File: src/rtl/invaders_pkg.sv
// Shared constants for the invader renderer: screen and formation geometry,
// sprite bitmaps, row colours and the sprite lookup helper.
package invaders_pkg;

  localparam int SCREEN_W = 640;
  localparam int SCREEN_H = 480;

  localparam int COLS     = 8;
  localparam int ROWS     = 4;
  localparam int CELL_W   = 32;
  localparam int CELL_H   = 16;
  localparam int ALIEN_W  = 16;
  localparam int ALIEN_H  = 8;
  localparam int X_START  = 64;
  localparam int Y_START  = 48;
  localparam int STEP     = 4;
  localparam int DROP     = 8;
  localparam int MOVE_DIV = 8;
  localparam int INVADE_Y = 400;
  localparam int PLAYER_Y = 440;
  localparam int PLAYER_W = 16;
  localparam int PLAYER_H = 8;

  localparam int N_ALIENS  = COLS * ROWS;
  localparam int CELL_W_SH = $clog2(CELL_W);
  localparam int CELL_H_SH = $clog2(CELL_H);
  localparam int COL_W     = $clog2(COLS);
  localparam int ROW_W     = $clog2(ROWS);
  localparam int CNT_W     = $clog2(MOVE_DIV);
  localparam int SPR_X_W   = $clog2(ALIEN_W);
  localparam int SPR_Y_W   = $clog2(ALIEN_H);

  // Bitmaps: entry [y] is one sprite line, bit 15 is the leftmost pixel.
  localparam logic [15:0] ALIEN_SPRITE [ALIEN_H] = '{
    16'b0000011111100000,
    16'b0001111111111000,
    16'b0011111111111100,
    16'b0111001111001110,
    16'b1111111111111111,
    16'b0011110000111100,
    16'b0110011001100110,
    16'b1100000000000011
  };

  localparam logic [15:0] PLAYER_SPRITE [PLAYER_H] = '{
    16'b0000000110000000,
    16'b0000001111000000,
    16'b0000001111000000,
    16'b0111111111111110,
    16'b1111111111111111,
    16'b1111111111111111,
    16'b1111111111111111,
    16'b1111111111111111
  };

  localparam logic [11:0] ROW_COLOUR [ROWS] = '{
    12'hF00, 12'hFF0, 12'h0FF, 12'hF0F
  };

  typedef enum logic [1:0] {
    MARCH_RIGHT,
    MARCH_LEFT,
    MARCH_FROZEN
  } march_state_e;

  // Everything stage 1 hands to stage 2 for one pixel.
  typedef struct packed {
    logic               disp;
    logic               in_form;
    logic               player;
    logic [ROW_W-1:0]   row;
    logic [COL_W-1:0]   col;
    logic [SPR_X_W-1:0] offx;
    logic [SPR_Y_W-1:0] offy;
    logic [SPR_X_W-1:0] poffx;
    logic [SPR_Y_W-1:0] poffy;
  } pix_s1_t;

  // Returns the bitmap pixel at in-sprite offset (x, y).
  function automatic logic sprite_bit(input logic               is_player,
                                      input logic [SPR_Y_W-1:0] y,
                                      input logic [SPR_X_W-1:0] x);
    logic [SPR_X_W-1:0] bit_pos;
    bit_pos = SPR_X_W'(ALIEN_W - 1) - x;
    return is_player ? PLAYER_SPRITE[y][bit_pos] : ALIEN_SPRITE[y][bit_pos];
  endfunction

endpackage

File: src/rtl/formation_ctrl.sv
// Alien formation state: frame-end detect, march FSM, alive mask, kill port
// and the all_dead / landed status flags.
module formation_ctrl
  import invaders_pkg::*;
(
  input  logic                clk,
  input  logic                rst,
  input  logic                v_display_i,
  input  logic                kill_valid_i,
  input  logic [1:0]          kill_row_i,
  input  logic [2:0]          kill_col_i,
  output logic [9:0]          form_x_o,
  output logic [8:0]          form_y_o,
  output logic [N_ALIENS-1:0] alive_o,
  output logic                all_dead_o,
  output logic                landed_o
);

  march_state_e        state_q, state_d;
  logic [9:0]          form_x_q, form_x_d;
  logic [8:0]          form_y_q, form_y_d;
  logic [CNT_W-1:0]    cnt_q, cnt_d;
  logic [N_ALIENS-1:0] alive_q, alive_d;
  logic                all_dead_q, all_dead_d;
  logic                landed_q, landed_d;
  logic                vdisp_q;
  logic                frame_end;

  // Falling edge of the vertical display flag marks one frame end.
  assign frame_end = vdisp_q & ~v_display_i;

  // State register for formation position, march direction and mask.
  always_ff @(posedge clk) begin
    // NOTE: sequential state uses non-blocking assignment so every register
    // samples the pre-edge values, independent of statement order.
    if (rst) begin
      state_q    <= MARCH_RIGHT;
      form_x_q   <= 10'(X_START);
      form_y_q   <= 9'(Y_START);
      cnt_q      <= '0;
      alive_q    <= '1;
      all_dead_q <= 1'b0;
      landed_q   <= 1'b0;
      vdisp_q    <= 1'b0;
    end else begin
      state_q    <= state_d;
      form_x_q   <= form_x_d;
      form_y_q   <= form_y_d;
      cnt_q      <= cnt_d;
      alive_q    <= alive_d;
      all_dead_q <= all_dead_d;
      landed_q   <= landed_d;
      vdisp_q    <= v_display_i;
    end
  end

  // Next-state: kill, frame divider, march step, landing and freeze.
  always_comb begin
    // NOTE: every variable gets a default first so no path leaves one
    // unassigned, which would otherwise infer a latch.
    state_d    = state_q;
    form_x_d   = form_x_q;
    form_y_d   = form_y_q;
    cnt_d      = cnt_q;
    alive_d    = alive_q;
    landed_d   = landed_q;
    all_dead_d = ~|alive_q;

    // COLS is a power of two, so {row, col} is row*COLS+col and every
    // encodable index lands inside the mask.
    if (kill_valid_i) begin
      alive_d[{kill_row_i, kill_col_i}] = 1'b0;
    end

    if (frame_end && (state_q != MARCH_FROZEN) && !all_dead_q) begin
      if (cnt_q == CNT_W'(MOVE_DIV - 1)) begin
        cnt_d = '0;
        case (state_q)
          MARCH_RIGHT: begin
            if (({1'b0, form_x_q} + 11'(STEP)) > 11'(SCREEN_W - COLS * CELL_W)) begin
              form_y_d = form_y_q + 9'(DROP);
              state_d  = MARCH_LEFT;
            end else begin
              form_x_d = form_x_q + 10'(STEP);
            end
          end
          MARCH_LEFT: begin
            if (form_x_q < 10'(STEP)) begin
              form_y_d = form_y_q + 9'(DROP);
              state_d  = MARCH_RIGHT;
            end else begin
              form_x_d = form_x_q - 10'(STEP);
            end
          end
          default: ;
        endcase
      end else begin
        cnt_d = cnt_q + 1'b1;
      end
    end

    // Bottom of the formation reaching the landing line ends the march.
    if (({1'b0, form_y_d} + 10'(ROWS * CELL_H)) >= 10'(INVADE_Y)) begin
      landed_d = 1'b1;
      state_d  = MARCH_FROZEN;
    end

    if (all_dead_q) begin
      state_d = MARCH_FROZEN;
    end
  end

  assign form_x_o   = form_x_q;
  assign form_y_o   = form_y_q;
  assign alive_o    = alive_q;
  assign all_dead_o = all_dead_q;
  assign landed_o   = landed_q;

endmodule

File: src/rtl/invader_renderer.sv
// Pixel-colour stage: two-clock pipeline from (haddr, vaddr) to registered
// 12-bit RGB, drawing the alien formation and the player ship.
module invader_renderer
  import invaders_pkg::*;
(
  input  logic        clk,
  input  logic        rst,
  input  logic [9:0]  haddr,
  input  logic [8:0]  vaddr,
  input  logic        h_display,
  input  logic        v_display,
  input  logic [9:0]  player_x,
  input  logic        kill_valid,
  input  logic [1:0]  kill_row,
  input  logic [2:0]  kill_col,
  output logic [11:0] rgb,
  output logic [9:0]  form_x,
  output logic [8:0]  form_y,
  output logic        all_dead,
  output logic        landed
);

  localparam int DXC_W = 10 - CELL_W_SH;
  localparam int DYR_W = 9 - CELL_H_SH;

  logic [N_ALIENS-1:0] alive;

  formation_ctrl u_formation (
    .clk          (clk),
    .rst          (rst),
    .v_display_i  (v_display),
    .kill_valid_i (kill_valid),
    .kill_row_i   (kill_row),
    .kill_col_i   (kill_col),
    .form_x_o     (form_x),
    .form_y_o     (form_y),
    .alive_o      (alive),
    .all_dead_o   (all_dead),
    .landed_o     (landed)
  );

  // Stage 1 geometry. The extra top bit of each difference is the borrow:
  // set means the pixel lies left of / above the reference point.
  logic [10:0]      dx, pdx;
  logic [9:0]       dy, pdy;
  logic [DXC_W-1:0] col_full;
  logic [DYR_W-1:0] row_full;
  logic             in_form;
  logic             player_hit;

  assign dx       = {1'b0, haddr} - {1'b0, form_x};
  assign dy       = {1'b0, vaddr} - {1'b0, form_y};
  assign pdx      = {1'b0, haddr} - {1'b0, player_x};
  assign pdy      = {1'b0, vaddr} - 10'(PLAYER_Y);
  assign col_full = dx[9:CELL_W_SH];
  assign row_full = dy[8:CELL_H_SH];

  assign in_form = ~dx[10] & ~dy[9]
                 & (col_full < DXC_W'(COLS))
                 & (row_full < DYR_W'(ROWS))
                 & (dx[CELL_W_SH-1:0] < CELL_W_SH'(ALIEN_W))
                 & (dy[CELL_H_SH-1:0] < CELL_H_SH'(ALIEN_H));

  assign player_hit = (pdx < 11'(PLAYER_W)) & (pdy < 10'(PLAYER_H));

  pix_s1_t     s1_d, s1_q;
  logic [11:0] rgb_d, rgb_q;
  logic        alien_px, player_px;

  // Pack the stage-1 results for registering.
  always_comb begin
    s1_d         = '0;
    s1_d.disp    = h_display & v_display;
    s1_d.in_form = in_form;
    s1_d.player  = player_hit;
    s1_d.row     = row_full[ROW_W-1:0];
    s1_d.col     = col_full[COL_W-1:0];
    s1_d.offx    = dx[SPR_X_W-1:0];
    s1_d.offy    = dy[SPR_Y_W-1:0];
    s1_d.poffx   = pdx[SPR_X_W-1:0];
    s1_d.poffy   = pdy[SPR_Y_W-1:0];
  end

  // Stage 2: sprite lookup and colour priority (blank, player, alien).
  assign alien_px  = s1_q.in_form & alive[{s1_q.row, s1_q.col}]
                   & sprite_bit(1'b0, s1_q.offy, s1_q.offx);
  assign player_px = s1_q.player & sprite_bit(1'b1, s1_q.poffy, s1_q.poffx);

  // Colour select for the registered output.
  always_comb begin
    rgb_d = 12'h000;
    if (!s1_q.disp) begin
      rgb_d = 12'h000;
    end else if (player_px) begin
      rgb_d = 12'h0F0;
    end else if (alien_px) begin
      rgb_d = ROW_COLOUR[s1_q.row];
    end
  end

  // Pipeline registers; reset flushes any pixel in flight.
  always_ff @(posedge clk) begin
    // NOTE: the pipeline is plain flops, not a memory, so clearing it on
    // reset is cheap and guarantees no stale pixel escapes after rst.
    if (rst) begin
      s1_q  <= '0;
      rgb_q <= '0;
    end else begin
      s1_q  <= s1_d;
      rgb_q <= rgb_d;
    end
  end

  assign rgb = rgb_q;

endmodule

File: config.mk
export PLATFORM = sky130hd
export DESIGN_NAME = invader_renderer
export DESIGN_NICKNAME = d
export VERILOG_FILES = /design/src/rtl/invaders_pkg.sv /design/src/rtl/formation_ctrl.sv /design/src/rtl/invader_renderer.sv
export SDC_FILE = /design/constraint.sdc
export NUM_CORES = 1
export LEC_CHECK = 0
export CAP_MARGIN = 10
export CORE_ASPECT_RATIO = 0.9
export CORE_MARGIN = 3
export CORE_UTILIZATION = 55
export DETAILED_ROUTE_END_ITERATION = 8
export PLACE_DENSITY = 0.81
export RECOVER_POWER = 50
export SETUP_SLACK_MARGIN = 0.5
export SYNTH_ARGS = -nofsm -noshare
export SYNTH_HDL_FRONTEND = slang
export SYNTH_SLANG_ARGS = --single-unit
File: constraint.sdc
create_clock -name clk -period 3.7 [get_ports clk]
set_input_delay 0.555 -clock clk [delete_from_list [all_inputs] [get_ports clk]]
set_output_delay 0.555 -clock clk [all_outputs]
set_load 0.05 [all_outputs]
==> results.sh, run 1 <==
export IMPL_status="complete, but fails checks"
export IMPL_violations="capacitance limit, slew limit"
export IMPL_portBuffers=66
export IMPL_dp_cells=721
export IMPL_rsz0062_at_grt="yes"
export IMPL_synth_area_leaders="dfxtp_1 (31%), ha_1 (9.2%), mux4_2 (4.6%)"
export IMPL_die_x_um=105
export IMPL_cts_tree="done"
export IMPL_via_count=4498
export IMPL_dr_pass1_iters=5
export IMPL_n_antenna_cell=0
export IMPL_pwr_density_cell_nw_per_um2=326
export IMPL_wire_per_inst_um=16.6
export IMPL_synthFlopType="dfxtp_1"
export IMPL_cp_arrival_ps=3430
export IMPL_slew_viol_final=40
export IMPL_yosysWarnings=0
export IMPL_grt_max_degree=40
export IMPL_crit_start="u_formation.form_x_o[4]$_SDFFE_PP0P_"
export IMPL_maxSlewHeadroom_pct=-26.4
export IMPL_synth_seq_area_share_pct=31.2
export IMPL_synth_top_cell_area_share_pct=31.2
export IMPL_netlist_top_cell_by_area="dfxtp_1"
export IMPL_path_class="register to register"
export IMPL_fin_worst_skew_ps=7.25
export IMPL_fmax_mhz=304
export IMPL_hold_violations=0
export IMPL_clockBufferDepth=2
export IMPL_drc_errors=0
export IMPL_grt_pass1_vias=4309
export IMPL_synth_cells=569
export IMPL_maxCapViolCount=1
export IMPL_hp_class="register to register"
export IMPL_htreeDepth=3
export IMPL_setup_tns_ps=0
export IMPL_synth_edf_count=0
export IMPL_clkSinkCount=76
export IMPL_finalNetCount=711
export IMPL_dieArea_um2=10000
export IMPL_worstHoldStart="u_formation.alive_o[5]$_SDFFE_PP1P_"
export IMPL_netlist_area_um2=4870
export IMPL_vias_per_cell=5.98
export IMPL_core_area_um2=8340
export IMPL_antenna_left=0
export IMPL_totalWireLength_um=12500
export IMPL_area_delta_synth_final_pct=22.8
export IMPL_critPathCaptureType="register"
export IMPL_overflow=0
export IMPL_critPathMaxFanout=9
export IMPL_final_cells=752
export IMPL_cp_required_ps=3840
export IMPL_grtUsageTotal_pct=25.0
export IMPL_antenna_found_initial=0
export IMPL_vdd_ir_drop_max_mv=0.197
export IMPL_clockRootBuffer="clkbuf_8"
export IMPL_crit_path_start_kind="register"
export IMPL_crit_chain="nor3_1 > a41oi_1 > or2_2 > a21oi_4 > nand4_1 > xnor2_2 > ha_2 > a22oi_2 > o21ai_1 > a21oi_1 > mux2i_1 > o211ai_1 > a41oi_2"
export IMPL_place_hpwl_um=8880
export IMPL_worst_slew_pin_slew_ps=1900
export IMPL_worst_path_max_delay_cell="nor3_1"
export IMPL_max_stage_delay_ps=420
export IMPL_numCtsBuffers=9
export IMPL_avgSynthCellArea_um2=8.56
export IMPL_grt_pass1_wl_um=20400
export IMPL_gp_congestion=0.931
export IMPL_worst_path_buf_inv=0
export IMPL_layout_drive_gt1_share_pct=11.5
export IMPL_floorplan_initialDensity_pct=58.4
export IMPL_drt_iter0_drc=252
export IMPL_clk_pin_slew_ps=90
export IMPL_synthArstFlopShare_pct=0
export IMPL_die_h_um=95.3
export IMPL_design_portCount=72
export IMPL_fin_crit_ps=3290
export IMPL_crit_family="compound AO/OA/AOI/OAI gates"
export IMPL_p_leak_nw=2.30
export IMPL_finalCritPeriodShare_pct=88.9
export IMPL_synth_cell_types=71
export IMPL_ys_ff_latch=76
export IMPL_r2r_start="u_formation.form_x_o[4]$_SDFFE_PP0P_"
export IMPL_num_rows=31
export IMPL_setup_viol_count_final=0
export IMPL_hold_buffers=0
export IMPL_clkLatencyLatePin_ps=360
power breakdown:
part           switching (W)  leakage, nW  internal (W)
logic               0.000125         1.55      0.000119
registers          0.0000269        0.623      0.000833
clock network       0.000333        0.129      0.000515
total               0.000485         2.30       0.00147
through the flow:
stage / total power [W] / instance area [um^2] / setup WS [ps] / utilization [%] / hold slack, ps
after CTS: 0.00196 / 5890 / 504 / 70.7 / 486
final: 0.00195 / 5980 / 412 / 71.7 / 488
after detailed placement: 0.00112 / 5520 / 159 / 66.1 / 467
after global routing: 0.00201 / 5980 / 221 / 71.7 / 487
after global placement: 0.00111 / 5520 / 355 / 66.1 / 450
after floorplan: 0.00104 / 4900 / 502 / - / 435
timing repair:
item,4_1_cts,5_1_grt
endpoints found under the hold margin,0,0
buffers inserted,8,8
resized for setup,12,5
pin swaps,4,10
endpoints found under the setup margin,3,3
layout make-up:
class	count	area, um^2
Clock inverter	6	138
Multi-Input combinational cell	417	3080
Clock buffer	9	124
Inverter	45	169
Tap cell	115	144
Timing Repair Buffer	84	786
Sequential cell	76	1540
Fill cell	625	2360
metal layers:
| layer | track usage [%] | part of all wire, % |
|---|---|---|
| met3 | 6.43 | 8.0 |
| met4 | 8.52 | 1.9 |
| met2 | 42.6 | 47 |
| met5 | 0 | 0 |
| met1 | 31.0 | 43 |
worst reg2reg max path, cell delays in order (launching register included):
cell and delay (ps):
dfxtp_4 390, nor3_1 420, a41oi_1 210, or2_2 370, a21oi_4 230, nand4_1 180
xnor2_2 200, ha_2 230, a22oi_2 180, o21ai_1 90, a21oi_1 130, mux2i_1 100
o211ai_1 160, a41oi_2 160
synth_stat cells, drive strengths merged (6+ instances only):
cell type	number
a21oi	15
inv	45
nor4	12
ha	36
nand3b	6
mux2i	11
or3	7
nor2b	15
a21o	22
nand2b	24
dfxtp	76
nor3	11
buf	22
o21ai	38
nand2	41
nor2	52
clkbuf	13
nand3	10
mux4	10
xnor2	18
nand4	10
worst paths after layout:
path	depth (start not counted)	end	slack, ps
min reg2reg	1	u_formation.alive_o[5]$_SDFFE_PP1P_	490
max reg2reg	13	u_formation.landed_o$_SDFFE_PP0P_	410
min	1	u_formation.alive_o[5]$_SDFFE_PP1P_	490
max	13	u_formation.landed_o$_SDFFE_PP0P_	410
kinds of logic after synthesis:
logic type                 synth area share (%)
AOI/OAI and AO/OA                          17.4
xor gates and xnor gates                   3.78
adders and majority gates                  10.5
buffers and inverters                      7.50
DFF                                        31.2
muxes                                      7.12
other                                    0.0770
and+or+nand+nor                            22.5
layout by cell type, fill, tap and decap left out, types with 10 or more instances in the layout:
| cell | synthesis | layout |
|---|---|---|
| dfxtp_1 | 76 | 69 |
| clkdlybuf4s50_1 | 0 | 65 |
| nor2_1 | 52 | 52 |
| inv_1 | 44 | 44 |
| nand2_1 | 41 | 41 |
| o21ai_0 | 37 | 36 |
| ha_1 | 36 | 33 |
| nand2b_1 | 24 | 24 |
| a21o_1 | 22 | 22 |
| buf_4 | 16 | 17 |
| xnor2_1 | 18 | 16 |
| nor2b_1 | 15 | 15 |
| a21oi_1 | 14 | 14 |
| mux2i_1 | 11 | 11 |
| nor3_1 | 11 | 11 |
| nor4_1 | 11 | 11 |
| mux4_2 | 10 | 10 |
state kept, by name, indices dropped and copies added, names as in the netlist:
| register | flops |
|---|---|
| rgb | 3 |
| u_formation.state_q | 2 |
| u_formation.all_dead_o | 1 |
| u_formation.form_x_o | 8 |
| u_formation.vdisp_q | 1 |
| u_formation.landed_o | 1 |
| u_formation.cnt_q | 3 |
| s1_q | 19 |
| u_formation.alive_o | 32 |
| u_formation.form_y_o | 6 |
No activity file was read; power rests on OpenSTA's default activity.
==> inputs of run 2 (changes only) <==
--- a/config.mk
+++ b/config.mk
@@ -5,10 +5,12 @@
 export SDC_FILE = /design/constraint.sdc
 export NUM_CORES = 1
 export LEC_CHECK = 0
+export ABC_AREA = 1
 export CAP_MARGIN = 10
 export CORE_ASPECT_RATIO = 0.9
 export CORE_MARGIN = 3
 export CORE_UTILIZATION = 55
+export CTS_CLUSTER_DIAMETER = 80
 export DETAILED_ROUTE_END_ITERATION = 8
 export PLACE_DENSITY = 0.81
 export RECOVER_POWER = 50
==> run 2 against run 1 <==
Sequential power about the same; largest cell class unchanged; design area decreased by 5.5%; synthesized area decreased by 1.7%; the flow now finishes without violations; global-route usage decreased by 0.45 points.
==> results.sh, run 2 <==
export IMPL_totalWireLength_um=11700
export IMPL_die_h_um=94.5
export IMPL_grt_pass1_vias=4444
export IMPL_p_leak_nw=2.43
export IMPL_maxSlewHeadroom_pct=26.2
export IMPL_cp_arrival_ps=3410
export IMPL_cts_post_setup_buffers_inserted=0
export IMPL_synth_top_cell_area_share_pct=31.8
export IMPL_slew_viol_final=0
export IMPL_grt_pass1_wl_um=19900
export IMPL_clockRootBuffer="clkbuf_8"
export IMPL_design_portCount=72
export IMPL_numCtsBuffers=9
export IMPL_crit_path_start_kind="primary input"
export IMPL_cts_tree="done"
export IMPL_wire_per_inst_um=13.9
export IMPL_ys_ff_latch=76
export IMPL_vias_per_cell=5.50
export IMPL_via_count=4665
export IMPL_finalWorstSetupSlack_ps=534
export IMPL_crit_start="rst"
export IMPL_yosysWarnings=0
export IMPL_dp_cells=833
export IMPL_synthArstFlopShare_pct=0
export IMPL_gp_congestion=0.925
export IMPL_utilization_pct=68.4
export IMPL_synthFlopType="dfxtp_1"
export IMPL_synth_seq_area_share_pct=31.8
export IMPL_mostFrequentLayoutCells="nand2_1 (112), inv_1 (81), dfxtp_1 (75)"
export IMPL_fin_worst_skew_ps=12.8
export IMPL_dr_pass1_iters=4
export IMPL_critPathMaxFanout=42
export IMPL_synth_edf_count=0
export IMPL_rsz0062_at_grt="no"
export IMPL_die_x_um=104
export IMPL_synth_cell_types=52
export IMPL_netlist_area_um2=4790
export IMPL_drc_errors=0
export IMPL_dieArea_um2=9860
export IMPL_path_class="primary input to register"
export IMPL_worstHoldStart="s1_q[21]$_SDFF_PP0_"
export IMPL_synth_most_common_cell="nand2_1"
export IMPL_portBuffers=66
export IMPL_antenna_left=0
export IMPL_netlist_top_cell_by_area="dfxtp_1"
export IMPL_finalNetCount=807
export IMPL_hp_class="register to register"
export IMPL_n_antenna_cell=0
export IMPL_drt_iter0_drc=223
export IMPL_grt_max_degree=43
export IMPL_place_hpwl_um=8930
export IMPL_clockBufferDepth=2
export IMPL_r2r_start="u_formation.form_x_o[2]$_SDFFE_PP0P_"
export IMPL_final_cells=848
export IMPL_synthTopCellsByCount="nand2_1 (112), inv_1 (80), dfxtp_1 (76), o21ai_0 (74), nor2_1 (69)"
export IMPL_vdd_ir_drop_max_mv=0.215
export IMPL_fmax_mhz=316
export IMPL_num_rows=31
export IMPL_layout_commonest_cell="nand2_1"
export IMPL_antenna_found_initial=0
export IMPL_largest_reg_flops=32
export IMPL_area_delta_synth_final_pct=18.0
export IMPL_core_area_um2=8260
export IMPL_cp_required_ps=3940
export IMPL_floorplan_initialDensity_pct=57.9
export IMPL_clkSinkCount=76
export IMPL_synth_area_leaders="dfxtp_1 (32%), ha_1 (9.4%), nand2_1 (8.8%)"
export IMPL_ctsResizeCount=0
export IMPL_setup_viol_count_final=0
export IMPL_fin_crit_ps=3170
export IMPL_critPathCaptureType="register"
export IMPL_pwr_density_cell_nw_per_um2=307
export IMPL_grtUsageTotal_pct=24.5
export IMPL_avgSynthCellArea_um2=7.13
export IMPL_layout_drive_gt1_share_pct=7.50
export IMPL_maxCapViolCount=0
export IMPL_overflow=0
export IMPL_setup_tns_ps=0
export IMPL_clk_pin_slew_ps=80
export IMPL_finalCritPeriodShare_pct=85.6
export IMPL_hold_violations=0
export IMPL_worst_slew_pin_slew_ps=1110
export IMPL_synth_cells=671
export IMPL_hold_buffers=0
export IMPL_pre_cts_slack_ps=709
export IMPL_fillers=697
export IMPL_status="finished clean"
export IMPL_htreeDepth=3
export IMPL_clkLatencyLatePin_ps=360
run 2: cell types whose count changed in the layout (fill, tap and decap cells not counted), moves of 19 or more:
cell,change
o21ai_0,+38
a21o_1,-22
nand2_1,+71
nand3_1,+25
nand2b_1,-24
a21oi_1,+19
inv_1,+37
run 2: final timing paths:
kind	cells past startpoint	slack (ps)	end
worst max register to register	20	880	u_formation.landed_o$_SDFFE_PP0P_
worst max-delay path	6	530	u_formation.cnt_q[2]$_SDFFE_PP0P_
worst min-delay path	2	440	rgb[6]$_SDFF_PP0_
worst min register to register	2	440	rgb[6]$_SDFF_PP0_
run 2: layout make-up:
| cell class | count | area (um^2) | area share [%] |
|---|---|---|---|
| inverters | 94 | 354 | 6.27 |
| repair buffers | 68 | 669 | 11.9 |
| well taps | 115 | 144 | 2.55 |
| multi-input cells | 480 | 2770 | 49.0 |
| flip-flops and latches | 76 | 1520 | 27.0 |
| clock buffers | 10 | 138 | 2.44 |
| clock inverters | 5 | 52.6 | 0.930 |
run 2: through the flow:
stage	power (W)	area (um^2)	hold slack, ps
3_3_place_gp	0.00112	5460	455
4_1_cts	0.00175	5650	445
6_report	0.00173	5650	444
5_1_grt	0.00182	5650	498
2_1_floorplan	0.00104	4800	421
3_5_place_dp	0.00113	5460	449
run 2: kinds of logic (layout without fill, tap and decap cells):
group                      Yosys count  in the layout  share of synthesized area [%]
AOI/OAI and AO/OA                  153            153                           18.4
xor gates and xnor gates             9              9                           1.65
adders and majority gates           39             39                           10.7
buffers and inverters              119            177                           10.7
DFF                                 76             76                           31.8
other                                1              5                         0.0784
and+or+nand+nor                    274            274                           26.7
run 2: metal layers:
layer,up-vias,GRT usage [%],routed length (um),share of wire (%)
li1,2343,-,-,-
met2,151,43.4,5640,48
met4,0,8.42,220,1.9
met1,2147,29.5,5230,44
met3,24,5.81,656,5.6
met5,-,0,0,0
run 2: power by group:
group	total (W)	internal (W)	switching [W]	leakage (nW)
Sequential	0.000859	0.000838	0.0000215	0.620
Clock	0.000619	0.000322	0.000296	0.0979
Combinational	0.000255	0.000105	0.000150	1.71
run 2: critical path, stage by stage:
cell	delay [ps]
dlygate4sd3_1	520
clkbuf_1	820
inv_1	520
clkbuf_2	630
o21ai_0	280
nor2_1	70
